### config.mk
export PLATFORM = sky130hd
export DESIGN_NAME = alu_ctl
export DESIGN_NICKNAME = d
export VERILOG_FILES = /design/src/rtl/alu_ctl.sv
export SDC_FILE = /design/constraint.sdc
export NUM_CORES = 1
export LEC_CHECK = 0
export ABC_CLOCK_PERIOD_IN_PS = 3400
export BUFFER_PORTS_ARGS = -buffer_cell sky130_fd_sc_hd__buf_2
export CAP_MARGIN = 25
export CORE_AREA = 2 2 158 160
export CTS_CLUSTER_SIZE = 40
export DETAILED_ROUTE_END_ITERATION = 12
export DIE_AREA = 0 0 160 162
export PLACE_DENSITY = 0.65
export SYNTH_ARGS = -nofsm -noshare
export SYNTH_HDL_FRONTEND = slang
export SYNTH_SLANG_ARGS = --single-unit
### constraint.sdc
create_clock -name clk_i -period 3.4 [get_ports clk_i]
set_input_delay 0.17 -clock clk_i [delete_from_list [all_inputs] [get_ports clk_i]]
set_output_delay 0.17 -clock clk_i [all_outputs]
set_load 0.02 [all_outputs]
### src/rtl/alu_ctl.sv
// Issue/sequencing front-end for the 64-bit ALU: synthesises OR/SUB/SLT/SLTU/W ops from ALU primitives.
// Latency accept->rsp_valid_o: 2 cycles ordinary, 3 for SLT/SLTU, 1 for illegal op/W combinations.
// Backpressure: one transaction in flight; req_ready_o only in IDLE, DONE holds the response until rsp_ready_i.
module alu_ctl #(
    parameter int XLEN = 64
) (
    input  logic            clk_i,
    input  logic            reset_ni,
    input  logic            req_valid_i,
    output logic            req_ready_o,
    input  logic [3:0]      req_op_i,
    input  logic            req_w_i,
    input  logic [XLEN-1:0] req_a_i,
    input  logic [XLEN-1:0] req_b_i,
    output logic            rsp_valid_o,
    input  logic            rsp_ready_i,
    output logic [XLEN-1:0] rsp_data_o,
    output logic            rsp_err_o,
    output logic [XLEN-1:0] alu_a_o,
    output logic [XLEN-1:0] alu_b_o,
    output logic            alu_cflag_o,
    output logic            alu_sum_en_o,
    output logic            alu_and_en_o,
    output logic            alu_xor_en_o,
    output logic            alu_invb_en_o,
    output logic            alu_lsh_en_o,
    output logic            alu_rsh_en_o,
    input  logic [XLEN-1:0] alu_out_i,
    input  logic            alu_c_i,
    input  logic            alu_v_i,
    input  logic            alu_z_i
);

    localparam logic [3:0] OP_ADD  = 4'd0;
    localparam logic [3:0] OP_SUB  = 4'd1;
    localparam logic [3:0] OP_AND  = 4'd2;
    localparam logic [3:0] OP_OR   = 4'd3;
    localparam logic [3:0] OP_XOR  = 4'd4;
    localparam logic [3:0] OP_SLL  = 4'd5;
    localparam logic [3:0] OP_SRL  = 4'd6;
    localparam logic [3:0] OP_SRA  = 4'd7;
    localparam logic [3:0] OP_SLT  = 4'd8;
    localparam logic [3:0] OP_SLTU = 4'd9;

    typedef enum logic [1:0] {
        IDLE = 2'd0,
        EXEC = 2'd1,
        FLAG = 2'd2,
        DONE = 2'd3
    } state_e;

    typedef struct packed {
        logic [3:0]      op;
        logic            w;
        logic [XLEN-1:0] a;
        logic [XLEN-1:0] b;
    } req_t;

    state_e          state_q, state_d;
    req_t            req_q;
    req_t            req_in;
    logic [XLEN-1:0] res_q;
    logic            err_q;
    logic            c_q;
    logic            v_q;
    logic            req_illegal;
    logic            is_cmp;
    logic            lt;
    logic [XLEN-1:0] sh_b;
    logic [XLEN-1:0] exec_res;

    // No synthesised op needs the zero flag.
    logic unused_z;
    assign unused_z = alu_z_i;

    assign req_in = '{op: req_op_i, w: req_w_i, a: req_a_i, b: req_b_i};

    always_comb begin
        req_illegal = 1'b0;
        if (req_op_i > OP_SLTU) begin
            req_illegal = 1'b1;
        end else if (req_w_i) begin
            case (req_op_i)
                OP_ADD, OP_SUB, OP_SLL, OP_SRL, OP_SRA: req_illegal = 1'b0;
                default:                                req_illegal = 1'b1;
            endcase
        end
    end

    assign is_cmp = (req_q.op == OP_SLT) || (req_q.op == OP_SLTU);

    // Compare result derives from the subtraction captured in EXEC.
    assign lt = (req_q.op == OP_SLT) ? (res_q[XLEN-1] ^ v_q) : ~c_q;

    assign sh_b = req_q.w ? {{(XLEN-5){1'b0}}, req_q.b[4:0]}
                          : {{(XLEN-6){1'b0}}, req_q.b[5:0]};

    assign exec_res = req_q.w ? {{(XLEN-32){alu_out_i[31]}}, alu_out_i[31:0]} : alu_out_i;

    always_comb begin
        state_d     = state_q;
        req_ready_o = 1'b0;
        rsp_valid_o = 1'b0;
        case (state_q)
            IDLE: begin
                req_ready_o = 1'b1;
                if (req_valid_i) begin
                    state_d = req_illegal ? DONE : EXEC;
                end
            end
            EXEC: state_d = is_cmp ? FLAG : DONE;
            FLAG: state_d = DONE;
            DONE: begin
                rsp_valid_o = 1'b1;
                if (rsp_ready_i) begin
                    state_d = IDLE;
                end
            end
            default: state_d = IDLE;
        endcase
    end

    always_comb begin
        alu_a_o       = '0;
        alu_b_o       = '0;
        alu_cflag_o   = 1'b0;
        alu_sum_en_o  = 1'b0;
        alu_and_en_o  = 1'b0;
        alu_xor_en_o  = 1'b0;
        alu_invb_en_o = 1'b0;
        alu_lsh_en_o  = 1'b0;
        alu_rsh_en_o  = 1'b0;
        if (state_q == EXEC) begin
            alu_a_o = req_q.a;
            alu_b_o = req_q.b;
            case (req_q.op)
                OP_ADD: alu_sum_en_o = 1'b1;
                OP_SUB, OP_SLT, OP_SLTU: begin
                    alu_sum_en_o  = 1'b1;
                    alu_invb_en_o = 1'b1;
                    alu_cflag_o   = 1'b1;
                end
                OP_AND: alu_and_en_o = 1'b1;
                // (A&B)|(A^B) == A|B when the ALU merges enabled functions.
                OP_OR: begin
                    alu_and_en_o = 1'b1;
                    alu_xor_en_o = 1'b1;
                end
                OP_XOR: alu_xor_en_o = 1'b1;
                OP_SLL: begin
                    alu_lsh_en_o = 1'b1;
                    alu_b_o      = sh_b;
                end
                OP_SRL: begin
                    alu_rsh_en_o = 1'b1;
                    if (req_q.w) begin
                        alu_a_o = {{(XLEN-32){1'b0}}, req_q.a[31:0]};
                        alu_b_o = sh_b;
                    end
                end
                OP_SRA: begin
                    alu_rsh_en_o = 1'b1;
                    alu_cflag_o  = 1'b1;
                    if (req_q.w) begin
                        alu_a_o = {{(XLEN-32){req_q.a[31]}}, req_q.a[31:0]};
                        alu_b_o = sh_b;
                    end
                end
                default: ;
            endcase
        end
    end

    always_ff @(posedge clk_i or negedge reset_ni) begin
        if (!reset_ni) begin
            state_q <= IDLE;
            req_q   <= '0;
            res_q   <= '0;
            err_q   <= 1'b0;
            c_q     <= 1'b0;
            v_q     <= 1'b0;
        end else begin
            state_q <= state_d;
            case (state_q)
                IDLE: begin
                    if (req_valid_i) begin
                        req_q <= req_in;
                        res_q <= '0;
                        err_q <= req_illegal;
                    end
                end
                EXEC: begin
                    res_q <= exec_res;
                    c_q   <= alu_c_i;
                    v_q   <= alu_v_i;
                end
                FLAG:    res_q <= {{(XLEN-1){1'b0}}, lt};
                default: ;
            endcase
        end
    end

    assign rsp_data_o = res_q;
    assign rsp_err_o  = err_q;

endmodule

=== Word-level counts from Yosys, hierarchy flattened ===
Cells that the tools add are included.

* Bits of input ports: 204
* Output and inout bits: 202
* Word-level logic and storage cells: 81
* Register bits: 202

* Magnitude comparators: 1
* Reductions and logical operators: 15
* Bitwise gates (word level): 2
* Eq/ne operators: 18
* Mux-type cells: 36

{| class="wikitable"
|+ Operator list
! operator !! number
|-
| $mux W64 || 7
|-
| $pmux W64 S2 || 2
|-
| $pmux W64 S3 || 1
|-
| $eq A4 B3 Y1 const B || 7
|-
| $mux W1 || 21
|-
| $eq A4 B1 Y1 const B || 2
|-
| $eq A4 B2 Y1 const B || 2
|-
| $eq A4 B4 Y1 const B || 2
|-
| $logic_not A4 Y1 || 2
|-
| $pmux W2 S4 || 1
|-
| $reduce_or A4 Y1 || 2
|-
| $mux W2 || 3
|-
| $mux W6 || 1
|-
| $reduce_and A2 Y1 || 3
|-
| $reduce_or A2 Y1 || 3
|-
| $reduce_or A5 Y1 || 1
|-
| $eq A2 B2 Y1 const B || 2
|-
| $gt A4 B4 Y1 const B || 1
|-
| $ne A2 B2 Y1 const B || 2
|-
| $reduce_bool A3 Y1 || 1
|-
| $reduce_or A3 Y1 || 1
|-
| $eq A2 B1 Y1 const B || 1
|-
| $logic_not A2 Y1 || 1
|-
| $logic_or A1 B1 Y1 || 1
|-
| 2 further kinds || 2
|}

=== Logic depth before layout (Yosys ltp) ===
Gate-level depths: netlist (run 1).

* Depth in word-level cells: 8
* Gate-level depth with buffers: 8
* Depth with buffers taken out: 6

=== Least setup slack after synthesis (run 1) ===
OpenSTA, ideal clock, no wires.

* Kind: register to register
* From: register state_q[0]
* To: register req_q[11] (netlist bit)
* Required time: 3.275 ns
* Path buffers: 2
* Slack: 1.541 ns
* Clock period less this slack: 1.859 ns
* Arrival: 1.735 ns
* Stages on the path, launching flop included: 7
* Setup time: 0.125 ns
* Path through: dfrtp_1 inv_1 ha_1 nand2_1 buf_2 buf_2 mux2_2

* Word-level cells in the longest chain between the ends: 2

{| class="wikitable"
|+ RTL lines
! item !! RTL line !! RTL
|-
| start: declaration || 59 || <nowiki>state_e state_q, state_d;</nowiki>
|-
| start signal: assignment || 183 || <nowiki>state_q <= state_d;</nowiki>
|-
| $logic_not A2 Y1 || 184 || <nowiki>case (state_q)</nowiki>
|-
| $reduce_and A2 Y1 (no line) || -- ||
|-
| end signal: assignment || 187 || <nowiki>req_q <= req_in;</nowiki>
|-
| end: declaration || 60 || <nowiki>req_t req_q;</nowiki>
|}

Every way passes these cells.
A chain may end at the register's enable or synchronous reset.

=== Worst setup path in the final report (run 1) ===
* From: register req_q[131] (netlist bit)
* To: output alu_a_o[38]

* Word-level cells in the longest chain between the ends: 3
* Elaborated cells on any way between the ends: 4
* Those cells by class: eq/ne (2); mux (2)

{| class="wikitable"
|+ RTL lines
! item !! RTL line !! RTL
|-
| $eq A4 B3 Y1 || 136 || <nowiki>case (req_q.op)</nowiki>
|-
| $pmux W64 S2 * || 136 ||
|-
| $mux W64 * || 133 || <nowiki>if (state_q == EXEC) begin</nowiki>
|-
| end: declaration || 19 || <nowiki>output logic [XLEN-1:0] alu_a_o,</nowiki>
|}

Mark *: on every way between the ends. The rest lies on a longest branch, timed or not.

==> metrics, run 1 <==
status=finished, final reports clean; slowest stage delay, CP=around 0.63 ns; core area=0.0241 sq mm; Peak VDD IR=between 400 and 500 uV; crit-path cells=nor2b_4 -> and3_4 -> a21bo_2 -> nor2_1 -> buf_2; final setup fails=0; Worst Setup End Kind=output pin; Slowest cell on crit path=a21bo_2; CP arrival=approximately 2.6 ns; largest net degree at the start of global routing=110; Final Worst Setup Slack=around 0.59 ns; Syn Inst Count=between 800 and 900; crit start category=register; Routed WL=29.3 mm; DR pass1 iterations=4; Final Cycle Share=0.828; Skew-Pair Late Insertion Delay=~0.5 ns; static leakage power=between 7 and 8 nW; Clock Skew=roughly 0.011 ns; H-Tree Level Count=1; Cells after DPL=1488; CP required=approximately 3.2 ns; Fillers=between 1500 and 2000; global route total overflow=0; Yosys warnings=0; Top Ports=just over 400; MaxCap Viol Count=0; ANT nets after route=0; cts bufs inserted=24; flops & latches, synth=202; Max Fclk=roughly 360 MHz; # rows=between 50 and 60; Mapped Area=0.00895 sq mm; die area=around 0.026 sq mm; Initial Util=0.371; Routed WL per cell=between 15 and 20 microns; Critical Path Fanout Max=33; Max clock buf depth=3; syn nets=approximately 1000; Synth cell types=42; power density over cell area=918 mW/mm^2; crit path kind=register to output pin; NumNets Final=1600; vias in the first global route=around 8700; first-pass GRT wire length=between 40 and 50 mm; Port Buffers=just over 400; final slew viol count=0; GP Congestion=just over 0.8; clk sinks=between 200 and 250; FFs w/ async S/R, synth=1.00; DR vias/cell=roughly 4.7; Mapped Avg Cell Area=between 10 and 15 sq um; share of cells above drive strength 1=0.423; top_reg_cell synth=dfrtp_1; via count=8202; HPWL after detailed placement=18.2 mm; Hold Crit Class=primary input to register; final hold viol count=0; Finished Layout Cells=between 1500 and 2000; die width=roughly 160 microns; pre-CTS setup slack=0.909 ns; RSZ-0062 raised after global routing=no; hold_ws=about 0.12 ns; Tmin final=2.81 ns; violation count after the first detailed-route iteration=543; Layout area overhead=57.2%; Worst Max-Slew Pin Slew=0.927 ns; Post-synth EDFFs=0; DRC Markers=0; Die H=between 150 and 200 microns; n_diodes=0; GRT Util Overall=0.221; Slew HR=0.382; root buffer cell=clkbuf_16; CTS tree=yes; Clock transition at path regs=approximately 0.06 ns; register area share after synthesis=0.565; setup TNS=0 ns; antenna violations before repair=0
-- cell families after synthesis --
| group | after synthesis | share of synthesized area |
|---|---|---|
| flip-flops | 202 | 0.565 |
| multiplexers | 137 | 0.172 |
| AND/OR/NAND/NOR | 321 | 0.175 |
| XOR/XNOR | 1 | 0.000979 |
| buffers and inverters | 63 | 0.0344 |
| AO/OA/AOI/OAI | 77 | 0.0460 |
| adder cells (fa/ha/maj) | 5 | 0.00699 |
-- worst max-delay path: cells and delay by family (launching register included) --
kind | cells | cell delay [ns]
and+or+nand+nor | 3 | 0.80
buffers and inverters | 1 | 0.19
DFF | 1 | 0.50
AOI/OAI and AO/OA | 1 | 0.63
-- metal layers --
metal	wire length (microns)	global-route usage	share of wire
met5	0	0	0
met4	1140	0.0823	0.039
met3	2070	0.0518	0.071
met2	14700	0.395	0.50
met1	11400	0.258	0.39
-- metrics by stage --
stage,power [mW],area [sq um],util
floorplan,8.15,8950,-
global placement,9.93,11200,0.466
detailed placement,10.1,11200,0.466
CTS,13.0,14100,0.583
global route,13.7,14100,0.584
finish,12.9,14100,0.584
-- flip-flops by register name (all words and copies together), names as in the netlist --
name,cells
c_q,1
req_q,133
rsp_data_o,64
rsp_err_o,1
state_q,2
v_q,1
-- worst paths after layout --
path / start / endpoint / slack [ns] / cells after the start
setup reg to reg: state_q[0] / rsp_data_o[57] / 1.03 / 7
min in group asynchronous: reset_ni / rsp_data_o[2] / 0.34 / 2
setup / recovery: req_q[131] / alu_a_o[38] / 0.59 / 5
hold / removal: rsp_ready_i / state_q[1] / 0.12 / 5
hold reg to reg: rsp_data_o[8] / rsp_data_o[8] / 0.46 / 2
max in group asynchronous: reset_ni / rsp_data_o[43] / 2.19 / 3
-- area by class of cell --
cell class	instances	area (sq um)	area share
clock buffer	36	707	0.0502
clock inverter	7	110	0.00782
inverter	4	15.0	0.00107
multi-input combinational	541	3600	0.256
sequential	202	5050	0.359
tap	324	405	0.0288
timing repair buffer	618	4180	0.297
-- cell usage after synthesis (2+ instances only) --
cell / instances / area, sq um
dfrtp_1: 202 / 5050
clkbuf_2: 2 / 10.0
inv_1: 4 / 15.0
nand3_1: 33 / 165
and2_1: 99 / 619
nor2_1: 70 / 263
buf_6: 5 / 56.3
clkbuf_1: 28 / 105
nand2b_1: 2 / 12.5
o21ai_0: 30 / 150
o21ai_1: 5 / 25.0
a21oi_1: 34 / 170
nand4_1: 2 / 12.5
mux2_2: 135 / 1520
ha_1: 5 / 62.6
nand2_1: 102 / 383
buf_2: 22 / 110
mux2i_1: 2 / 20.0
-- cell usage in the layout (no fill, tap or decap), drive strengths merged, types with 2 or more instances in the layout --
master,instances
mux2,135
dlygate4sd3,200
mux2i,2
nand4,2
and2,99
dfrtp,202
and3,2
nand3,33
a21oi,34
nor2,71
nand2b,2
clkinv,4
o21ai,35
ha,5
clkbuf,37
nand2,102
buf,417
bufinv,3
nor2b,2
inv,4
-- repair_timing --
action                    CTS  global route
hold endpoints to repair  306             0
buffers inserted            0             0
gates resized for setup     0             0
hold buffers              200             0
-- report_power, final --
group	switching, mW	leakage (nW)	total, mW	internal, mW
sequential	0.659	2.50	4.26	3.60
clock	0.992	0.403	2.65	1.66
combinational	3.59	4.30	6.02	2.43
Power figures use the tool's default switching activity.
==> run 2: changes to the inputs <==
ABC_AREA = 1   (was not set)
ABC_CLOCK_PERIOD_IN_PS = 2900   (was 3400)
PLACE_DENSITY = 0.66   (was 0.65)
clock period = 2.9 ns   (was 3.4 ns; I/O delays follow)
==> run 2 against run 1 <==
Against the previous run: highest routed layer is now met5; first-iteration DRC count rose by 11%; clock skew rose by 0.0026 ns; flip-flop and latch count did not move; worst hold slack got worse by 0.10 ns; largest cell class unchanged; total power rose by 5.4%; cell count rose by 19%; combinational power rose by 2%.
==> metrics, run 2 <==
status=finished, final reports clean; hold depth=3 (-2); crit start category=register; Synth cell types=24 (-43%); cts bufs inserted=23 (-4.2%); Initial Util=0.373 (+0.00145); die width=160 microns (unchanged); top cells by count, synth=nand2_1, dfrtp_1, nor2_1, inv_1, o21ai_0; Routed WL=30.1 mm (+2.8%); Hold Path Origin=alu_out_i[49]; crit path kind=register to output pin; Worst Setup End Kind=output pin; largest area contributor in the netlist=dfrtp_1; hold_ws=0.0199 ns (-0.101 ns); GRT Util Overall=0.225 (+0.00422); Syn Inst Count=1146 (+42%); die area=0.0259 sq mm (unchanged); RSZ-0062 raised after global routing=no; H-Tree Level Count=1 (unchanged); final setup fails=0 (unchanged); static leakage power=7.95 nW (+10%); antenna violations before repair=3 (+3); DRC Markers=0 (unchanged); first-pass GRT wire length=47.8 mm (+3.3%); most common cell after layout, fill and taps aside=nand2_1; DR vias/cell=4.59 (-3.0%); pre-CTS setup slack=0.752 ns (-0.157 ns); syn nets=1355 (+33%); register area share after synthesis=0.562 (-0.00220); Worst Max-Slew Pin Slew=0.743 ns (-0.184 ns); Max Fclk=~400 MHz; Critical Path Fanout Max=33 (unchanged); power density over cell area=977 mW/mm^2 (+6.4%); Final Cycle Share=0.872; Tmin final=about 2.5 ns; Top Ports=406 (unchanged); WHS Endpoint=rsp_data_o[49]; CP arrival=2.38 ns (-0.26 ns); HPWL after detailed placement=18.4 mm (+1.1%); Post-synth EDFFs=0 (unchanged); Biggest register=req_q; GP Congestion=0.829 (about the same); worst reg2reg path depth=8 (+1); Layout area overhead=55.2%; max reg flops=133 (unchanged); DR pass1 iterations=5 (+1); Reg2Reg Setup Slack=0.73 ns (-0.30 ns); top post-synthesis cells by area=dfrtp_1, nand2_1, nor2_1; Mapped Area=0.00899 sq mm (+0.39%); top_reg_cell synth=dfrtp_1; Mapped Avg Cell Area=7.84 sq um (-29%); root buffer cell=clkbuf_16; Yosys warnings=0 (unchanged); Max clock buf depth=3 (unchanged); Peak VDD IR=481 uV (-0.35%); Die H=162 microns (unchanged); Routed WL per cell=14.6 microns (-14%); Clock Skew=0.0131 ns (+0.00256 ns); vias in the first global route=9558 (+9.7%); RR Endpoint=rsp_data_o[58]; setup TNS=0 ns (unchanged); Final Worst Setup Slack=0.372 ns (-0.215 ns); MaxCap Viol Count=0 (unchanged); via count=9461 (+15%); final hold viol count=0 (unchanged); global route total overflow=0 (unchanged); Slew HR=0.504 (+0.122); FFs w/ async S/R, synth=1.00 (unchanged); violation count after the first detailed-route iteration=604 (+11%); # rows=57 (unchanged); NumNets Final=1929 (+21%); CP required=2.76 ns (-0.47 ns); Overall Power=13.6 mW (+5.4%); ANT nets after route=0 (unchanged); reg2reg start=state_q[0]; Skew-Pair Late Insertion Delay=0.49 ns (about the same); Hold Crit Class=primary input to register; clk sinks=202 (unchanged); top cell type's share of synthesized area=0.562 (-0.00220); core area=0.0241 sq mm (unchanged); most frequent cells in the layout=nand2_1, buf_2, dfrtp_1, dlygate4sd3_1, nor2_1; largest net degree at the start of global routing=120 (+9.1%); share of cells above drive strength 1=0.269 (-0.154); flops & latches, synth=202 (unchanged); postcts setup bufs=0 (unchanged); most common cell in the netlist=nand2_1; Port Buffers=404 (unchanged); CTS tree=yes; final slew viol count=0 (unchanged); Clock transition at path regs=0.06 ns (about the same)
[run 2: cell count changes after synthesis, moves of 3 or more]
cell      change
nor2_1       +65
nand2_1     +372
clkbuf_1      -3
o21ai_0      +67
o21ai_1       -3
mux2_2      -135
inv_1       +107
nand3_1      -26
and2_1       -99
buf_2         +6
[run 2: worst max-delay path, stage by stage (launching register included)]
cell and delay, ns:
dfrtp_1 0.42, inv_2 0.08, nor2_4 0.17, nand2_4 0.09, nor2_8 0.39, nand2_2 0.11
nand2_4 0.31, nor2_1 0.11, buf_2 0.18
[run 2: timing repair]
| action | 4_1_cts | 5_1_grt |
|---|---|---|
| hold buffers | 195 | 1 |
| hold endpoints to repair | 265 | 1 |
| resized for setup | 0 | 0 |
[run 2: how the worst max path moves through the flow]
stage | endpoint | cells after the start | startpoint | slack [ns]
final | alu_a_o[58] | 8 | req_q[131] | 0.37
after global placement | rsp_data_o[0] | 8 | state_q[0] | 0.81
after detailed placement | rsp_data_o[61] | 8 | state_q[0] | 0.75
after global routing | alu_a_o[55] | 8 | req_q[131] | 0.17
after CTS | alu_a_o[50] | 8 | req_q[131] | 0.36
after floorplan | alu_and_en_o | 5 | state_q[1] | 1.19
[run 2: final cells by class]
type	count	area [sq um]
repair buffers	615	4180
fillers	2086	10200
inverters	113	427
clock buffers	30	642
multi-input cells	765	3160
well taps	324	405
flip-flops and latches	202	5050
diodes	3	7.51
clock inverters	8	67.6
[run 2: cells by family (layout without fill, tap and decap cells)]
| kind of cell | after synthesis | count (layout) | share of synthesized area |
|---|---|---|---|
| adder cells (fa/ha/maj) | 5 | 5 | 0.00696 |
| buffers and inverters | 179 | 766 | 0.0866 |
| AO/OA/AOI/OAI | 135 | 135 | 0.0755 |
| flip-flops | 202 | 202 | 0.562 |
| AND/OR/NAND/NOR | 625 | 625 | 0.269 |
| other | 0 | 3 | 0 |
[run 2: power by group]
| group | leakage (nW) | total (mW) | internal, mW | switching, mW |
|---|---|---|---|---|
| sequential | 2.58 | 4.75 | 4.09 | 0.661 |
| clock | 0.353 | 2.73 | 1.63 | 1.10 |
| combinational | 5.01 | 6.14 | 1.98 | 4.16 |
| total | 7.95 | 13.6 | 7.71 | 5.92 |
[run 2: stage by stage]
| stage | util | instances | cell area [sq um] |
|---|---|---|---|
| after global routing | 0.578 | 2059 | 13900 |
| final | 0.579 | 2060 | 13900 |
| after CTS | 0.578 | 2056 | 13900 |
| after global placement | 0.467 | 1823 | 11300 |
| after detailed placement | 0.467 | 1823 | 11300 |
| after floorplan | - | 1146 | 8990 |
[run 2: layer usage]
metal  up-vias  wire, microns  GRT usage
met1      4353          12100      0.266
met5         -             13          0
li1       4600              -          -
met3        94           1980     0.0444
met2       412          14900      0.394
met4         2           1190      0.109
